<file path="config.mk">
export PLATFORM = sky130hd
export DESIGN_NAME = command_sequencer
export DESIGN_NICKNAME = d
export VERILOG_FILES = /design/src/rtl/command_sequencer.sv
export SDC_FILE = /design/constraint.sdc
export NUM_CORES = 1
export LEC_CHECK = 0
export ABC_CLOCK_PERIOD_IN_PS = 2300
export CAP_MARGIN = 20
export CORE_UTILIZATION = 35
export DETAILED_ROUTE_END_ITERATION = 12
export PLACE_DENSITY = 0.64
export SLEW_MARGIN = 20
export SYNTH_ARGS = -nofsm -noshare
export SYNTH_HDL_FRONTEND = slang
export SYNTH_SLANG_ARGS = --single-unit
</file>
<file path="constraint.sdc">
create_clock -name clk -period 2.3 [get_ports clk]
set_clock_uncertainty 0.2 [all_clocks]
set_input_delay 0.46 -clock clk [delete_from_list [all_inputs] [get_ports clk]]
set_output_delay 0.46 -clock clk [all_outputs]
set_load 0.05 [all_outputs]
</file>
<file path="src/rtl/command_sequencer.sv">
// Command sequencer: turns a finished accumulator burst into one execute command.
// Decodes r0, checks the operand count, then issues over a valid/ready handshake.
//
// Ports:
//   clk, rst_n              clock, asynchronous active-low reset
//   done                    accumulator busy-filling flag (high during a put burst)
//   r0_valid..r2_valid      slot-filled flags for the current burst
//   r0, r1, r2              opcode byte ([7:5] op, [3:0] dst), operand A, operand B
//   cmd_valid, cmd_ready    handshake to the execute stage
//   cmd_op, cmd_dst         decoded op and destination register
//   cmd_a, cmd_b            operands, zero when the op does not use them
//   busy, halted            status: not idle / HALT executed (sticky)
//   err_pulse, overrun      one-cycle reject pulse / burst lost while busy (sticky)
//   cmd_count, err_count    saturating accepted / rejected counters
module command_sequencer #(
    parameter int CNT_W = 16,
    parameter int ERR_W = 8
) (
    input  logic             clk,
    input  logic             rst_n,
    input  logic             done,
    input  logic             r0_valid,
    input  logic             r1_valid,
    input  logic             r2_valid,
    input  logic [7:0]       r0,
    input  logic [7:0]       r1,
    input  logic [7:0]       r2,
    output logic             cmd_valid,
    input  logic             cmd_ready,
    output logic [2:0]       cmd_op,
    output logic [3:0]       cmd_dst,
    output logic [7:0]       cmd_a,
    output logic [7:0]       cmd_b,
    output logic             busy,
    output logic             halted,
    output logic             err_pulse,
    output logic             overrun,
    output logic [CNT_W-1:0] cmd_count,
    output logic [ERR_W-1:0] err_count
);

    typedef enum logic [2:0] {
        S_IDLE,
        S_DECODE,
        S_ISSUE,
        S_ERROR,
        S_HALTED
    } state_t;

    localparam logic [2:0] OP_NOP  = 3'd0;
    localparam logic [2:0] OP_LOAD = 3'd1;
    localparam logic [2:0] OP_SHL  = 3'd6;
    localparam logic [2:0] OP_HALT = 3'd7;

    state_t     state;
    logic       done_d;
    logic [1:0] seen_cnt;
    logic [1:0] cnt_l;
    logic [7:0] r0_l;
    logic [7:0] r1_l;
    logic [7:0] r2_l;

    logic       eob;
    logic [1:0] vsum;
    logic [2:0] op_l;
    logic [1:0] req_cnt;
    logic       uses_a;
    logic       uses_b;

    assign eob  = done_d & ~done;
    assign vsum = {1'b0, r0_valid} + {1'b0, r1_valid} + {1'b0, r2_valid};
    assign op_l = r0_l[7:5];

    // Required operand count includes the opcode slot itself.
    always_comb begin
        req_cnt = 2'd3;
        uses_a  = 1'b1;
        uses_b  = 1'b1;
        unique case (op_l)
            OP_NOP, OP_HALT: begin
                req_cnt = 2'd1;
                uses_a  = 1'b0;
                uses_b  = 1'b0;
            end
            OP_LOAD, OP_SHL: begin
                req_cnt = 2'd2;
                uses_b  = 1'b0;
            end
            default: begin
                req_cnt = 2'd3;
            end
        endcase
    end

    always_ff @(posedge clk or negedge rst_n) begin
        if (!rst_n) begin
            state     <= S_IDLE;
            done_d    <= 1'b0;
            seen_cnt  <= '0;
            cnt_l     <= '0;
            r0_l      <= '0;
            r1_l      <= '0;
            r2_l      <= '0;
            cmd_valid <= 1'b0;
            cmd_op    <= '0;
            cmd_dst   <= '0;
            cmd_a     <= '0;
            cmd_b     <= '0;
            busy      <= 1'b0;
            halted    <= 1'b0;
            err_pulse <= 1'b0;
            overrun   <= 1'b0;
            cmd_count <= '0;
            err_count <= '0;
        end else begin
            done_d    <= done;
            err_pulse <= 1'b0;

            // Slot counts only grow within a burst; every burst end clears.
            if (eob) begin
                seen_cnt <= '0;
            end else if (done && (vsum > seen_cnt)) begin
                seen_cnt <= vsum;
            end

            if (eob && (state != S_IDLE) && (state != S_HALTED)) begin
                overrun <= 1'b1;
            end

            unique case (state)
                S_IDLE: begin
                    if (eob) begin
                        r0_l  <= r0;
                        r1_l  <= r1;
                        r2_l  <= r2;
                        cnt_l <= seen_cnt;
                        busy  <= 1'b1;
                        if (seen_cnt == 2'd0) begin
                            state     <= S_ERROR;
                            err_pulse <= 1'b1;
                            if (err_count != '1) begin
                                err_count <= err_count + ERR_W'(1);
                            end
                        end else begin
                            state <= S_DECODE;
                        end
                    end
                end
                S_DECODE: begin
                    if (cnt_l != req_cnt) begin
                        state     <= S_ERROR;
                        err_pulse <= 1'b1;
                        if (err_count != '1) begin
                            err_count <= err_count + ERR_W'(1);
                        end
                    end else if (op_l == OP_NOP) begin
                        state <= S_IDLE;
                        busy  <= 1'b0;
                        if (cmd_count != '1) begin
                            cmd_count <= cmd_count + CNT_W'(1);
                        end
                    end else if (op_l == OP_HALT) begin
                        state  <= S_HALTED;
                        halted <= 1'b1;
                    end else begin
                        state     <= S_ISSUE;
                        cmd_valid <= 1'b1;
                        cmd_op    <= op_l;
                        cmd_dst   <= r0_l[3:0];
                        cmd_a     <= uses_a ? r1_l : 8'd0;
                        cmd_b     <= uses_b ? r2_l : 8'd0;
                    end
                end
                S_ISSUE: begin
                    if (cmd_ready) begin
                        state     <= S_IDLE;
                        busy      <= 1'b0;
                        cmd_valid <= 1'b0;
                        if (cmd_count != '1) begin
                            cmd_count <= cmd_count + CNT_W'(1);
                        end
                    end
                end
                S_ERROR: begin
                    state <= S_IDLE;
                    busy  <= 1'b0;
                end
                S_HALTED: begin
                    state <= S_HALTED;
                end
                default: begin
                    state <= S_IDLE;
                    busy  <= 1'b0;
                end
            endcase
        end
    end

endmodule

</file>
# Yosys cells after proc, flatten, opt, wreduce, memory -nomap -nowiden
# Cells that the tools add are included.
[word_totals] regBits=84 output_inout_bits=52
[classes] bitwise_logic=6 muxes=35 reduce_logical=21 eq_ne=18 addsub=4 order_cmp=1
[op_table] op="$mux 16" count=4
[op_table] op="$mux 8" count=6
[op_table] op="$pmux 16 s2" count=1
[op_table] op="$add 16x1->16 const B" count=1
[op_table] op="$ne 16x16->1 const B" count=1
[op_table] op="$ne 2x2->1 const B" count=8
[op_table] op="$pmux 8 s2" count=1
[op_table] op="$reduce_and 4->1" count=4
[op_table] op="$mux 3" count=5
[op_table] op="$pmux 3 s4" count=1
[op_table] op="$mux 1" count=10
[op_table] op="$reduce_and 5->1" count=2
[op_table] op="$eq 3x3->1 const B" count=3
[op_table] op="$add 8x1->8 const B" count=1
[op_table] op="$ne 8x8->1 const B" count=1
[op_table] op="$eq 3x1->1 const B" count=2
[op_table] op="$logic_not 3->1" count=2
[op_table] op="$mux 2" count=3
[op_table] op="$reduce_bool 2->1" count=3
[op_table] op="$not 1->1" count=5
[op_table] op="$pmux 1 s2" count=2
[op_table] op="$pmux 1 s4" count=1
[op_table] op="$pmux 2 s2" count=1
[op_table] op="$reduce_and 2->1" count=2
[op_table] op="12 further kinds" count=15

# Longest topological paths before layout
[logic_depth] ltp_word=6 depth_mapped=8 depth_no_buf=8

# Worst setup path after synthesis
# Ideal clock, no wire load.
[synth_path] path_kind="in2reg" from="input done" to="register err_count[6]" setup_slack_ns=-0.168 path_stages=7 n_path_buf=2 t_required_ns=1.972 arrival_ns=2.140 setup_ns=0.128 path_cell_list="nand2b_4 > or4_1 > buf_6 > or3_1 > buf_6 > a211oi_2 > mux2_1"
[synth_between] elab_chain_len=4
[synth_rtl] element="from (decl)" line_no="21" source="input logic done,"
[synth_rtl] element="$not 1->1" line_no="70" source="assign eob = done_d & ~done;"
[synth_rtl] element="$and 1x1->1" line_no="70"
[synth_rtl] element="$ne 2x2->1 (no source line)"
[synth_rtl] element="$reduce_and 4->1 (no source line)"
[synth_rtl] element="to (signal assigned)" line_no="142" source="err_count <= err_count + ERR_W'(1);"
[synth_rtl] element="to (signal assigned)" line_no="154" source="err_count <= err_count + ERR_W'(1);"
[synth_rtl] element="to (decl)" line_no="39" source="output logic [ERR_W-1:0] err_count"
# Every way passes these cells.
# A chain may end at the register's enable or synchronous reset.

# Final worst setup path
[layout_path] from="register cmd_count[7]" to="output cmd_count[7]"
[layout_rtl] element="from (decl)" line_no="38" source="output logic [CNT_W-1:0] cmd_count,"
[layout_rtl] element="from (signal assigned)" line_no="160" source="cmd_count <= cmd_count + CNT_W'(1);"
[layout_rtl] element="from (signal assigned)" line_no="180" source="cmd_count <= cmd_count + CNT_W'(1);"
# No word-level cell between the ends.

==> impl_metrics.yaml <==
global_routing:
  gr-total-overflow: 0
  grt_usage: 0.1503
  grt_pass1_vias: 2647
  antenna_found_initial: 0
  grt_max_degree: 49
  grt_pass1_wl_mm: 12.92
drt:
  drtPass1Iterations: 4
  via_count: 2711
  wl_per_cell_um: 13.63
  drtIter0Drc: 82
  drtAntennaViolNets: 0
  viasPerCell: 4.773
  wl_mm: 7.743
  drcViolationCount: 0
logic_synthesis:
  ys_types: 48
  synth_nets: 358
  syn_avg_cell_area_um2: 11.52
  ys.flop_type: "dfrtp_1"
  ys_seq_area_frac: 0.5601
  syn_area_um2: 3709
  synth-async-reset-ratio: 1.000
  ys_ff_latch: 83
  synth_edf_count: 0
  yosys_warnings: 0
  syn_inst: 322
clock_network:
  htreeDepth: 3
  cts_tree: "yes"
  cts_num_sinks: 83
  cts_root_buf: "clkbuf_8"
  clk_pin_slew_ps: 80
  clk_path_buf_depth: 2
  cts_buffers: 9
  clk_latency_ps: 350
timing:
  drv_slew: 0
  setup_viol: 0
  relSlewSlack: 0.5408
  rsz0062_at_grt: "true"
  tns_ps: 0
  whs_ps: 270.8
  hold_viol: 0
  fmaxAchievable_ghz: 0.4461
  tightest_slew_ps: 686.4
  post-route-period-util: 0.9747
  period_minus_slack_ps: 2242
floorplan:
  core_area_um2: 10280
  die_w_um: 104.9
  die_h_um: 104.9
  die-area_um2: 11010
  ios: 83
  fp-row-count: 37
  initial_core_util: 0.3608
job:
  maxCapViolCount: 0
setup_path:
  cp_slowest_cell: "clkdlybuf4s50_1"
  crit_path_start_kind: "register"
  crit_buf_inv: 1
  cp_data_arrival_time_ps: 1580
  cpLargestDelayFamily: "buffers and inverters"
  critPathCaptureType: "output pin"
  crit_type: "register to output pin"
  critPathRequiredTime_ps: 1640
  cpPeakStageDelay_ps: 810
  crit_fanout: 6
  crit_chain: "clkdlybuf4s50_1"
placement:
  dp_cells: 550
  place_congestion: 0.7720
  hpwl_mm: 5.416
  portBuffers: 81
status:
  status: "finished clean"
final_layout:
  area_growth_pct: 37.11
  diodes: 0
  stdcell_count: 568
  drive_gt1_frac: 0.2338
  layout.nets: 463
  fin_util: 0.4948
pwr:
  power_leakage_uw: 0.002316
  ir_drop_mv: 0.6782
  p_total_uw: 6845
  p_per_area_nw_per_um2: 1346
worst_hold_path:
  worstHoldPathType: "input port to register"
per-stage QoR:
stage	cell area [um2]	worst slack, ps
after floorplan	3720	-163.9
after CTS	5037	0.2600
final	5085	58.26
after global routing	5085	-4.909
after detailed placement	4827	-574.5
after global placement	4827	-537.1
power breakdown:
group          internal (uW)  switching, uW
registers               2050            438
logic                   1350           2040
clock network            405            570
per-layer routing:
metal  global-route usage  wire length, um
met5                    0                0
met4              0.04829              106
met3              0.05802              539
met2               0.2342             3587
met1               0.1920             3509
layout make-up:
class / instances / area [um2]
fillers: 967 / 5192
multi-input cells: 216 / 1572
well taps: 136 / 170.2
inverters: 10 / 37.54
clock inverters: 7 / 57.56
flip-flops and latches: 83 / 2087
repair buffers: 107 / 1037
clock buffers: 9 / 123.9
cell usage in the layout (no fill, tap or decap), types with 2 or more instances in the layout:
cell	netlist	final
dfrtp_1	83	75
xor2_1	8	8
a31oi_1	2	2
a211oi_2	1	2
nand2_1	48	48
clkbuf_8	0	9
nor4bb_2	0	2
clkinvlp_4	0	3
clkdlybuf4s50_1	0	65
inv_1	10	10
mux2_2	36	36
dlygate4sd2_1	0	5
nor2b_1	3	3
o2111ai_1	2	2
and3_1	7	7
dlymetal6s2s_1	0	10
ha_1	4	4
and4_1	2	2
xnor2_1	12	12
nor3b_1	5	5
nand3_1	10	10
dfrtp_2	0	8
inv_6	0	3
buf_4	0	25
nor3_1	3	3
nor2_1	5	5
a21oi_1	9	9
and3b_1	2	2
o21ai_0	23	23
nand4_1	6	6
nand3b_1	2	2
cell usage after synthesis (3+ instances only):
master | instances | area (um2)
dfrtp_1 | 83 | 2077
nand2_1 | 48 | 180.2
mux2_2 | 36 | 405.4
o21ai_0 | 23 | 115.1
xnor2_1 | 12 | 105.1
inv_1 | 10 | 37.54
nand3_1 | 10 | 50.05
a21oi_1 | 9 | 45.04
xor2_1 | 8 | 70.07
and3_1 | 7 | 43.79
buf_2 | 6 | 30.03
nand4_1 | 6 | 37.54
clkbuf_1 | 5 | 18.77
nor2_1 | 5 | 18.77
nor3b_1 | 5 | 37.54
ha_1 | 4 | 50.05
nor2b_1 | 3 | 18.77
nor3_1 | 3 | 15.01
timing repair:
| item | in CTS | in global routing |
|---|---|---|
| endpoints found under the hold margin | 45 | 0 |
| hold buffers | 1 | 0 |
| pin swaps | 2 | 1 |
| setup endpoints to repair | 11 | 25 |
| resized for setup | 8 | 16 |
| setup buffers | 1 | 0 |
flip-flops by register name (all words and copies together), names as in the netlist:
| register | cells |
|---|---|
| cmd_count | 16 |
| cmd_a | 8 |
| cmd_b | 8 |
| err_count | 8 |
| r1_l | 8 |
| r2_l | 8 |
| r0_l | 7 |
| cmd_dst | 4 |
| cmd_op | 3 |
| state | 3 |
| cnt_l | 2 |
| seen_cnt | 2 |
| busy | 1 |
| cmd_valid | 1 |
| done_d | 1 |
| err_pulse | 1 |
| halted | 1 |
| overrun | 1 |
final timing paths:
check                                    startpoint                       end  slack, ps  cells past startpoint
setup / recovery           cmd_count[7]$_DFFE_PN0P_              cmd_count[7]         60                      1
hold / removal                                 done          done_d$_DFF_PN0_        270                      2
setup reg to reg               state[2]$_DFFE_PN0P_  err_count[6]$_DFFE_PN0P_         60                      4
hold reg to reg                 overrun$_DFFE_PN0P_       overrun$_DFFE_PN0P_        280                      1
max in group asynchronous                     rst_n      cmd_a[5]$_DFFE_PN0P_        750                      3
min in group asynchronous                     rst_n  cmd_count[6]$_DFFE_PN0P_        450                      2
cell families (layout without fill, tap and decap cells):
group / Yosys count / in the layout / synth area share
AO/OA/AOI/OAI: 48 / 48 / 0.07895
AND/OR/NAND/NOR: 106 / 106 / 0.1532
XOR/XNOR: 20 / 20 / 0.04723
flip-flops: 83 / 83 / 0.5601
multiplexers: 37 / 37 / 0.1123
buffers and inverters: 23 / 133 / 0.02935
adder cells (fa/ha/maj): 5 / 5 / 0.01889
Note: power is estimated with default switching activity, not from simulation.
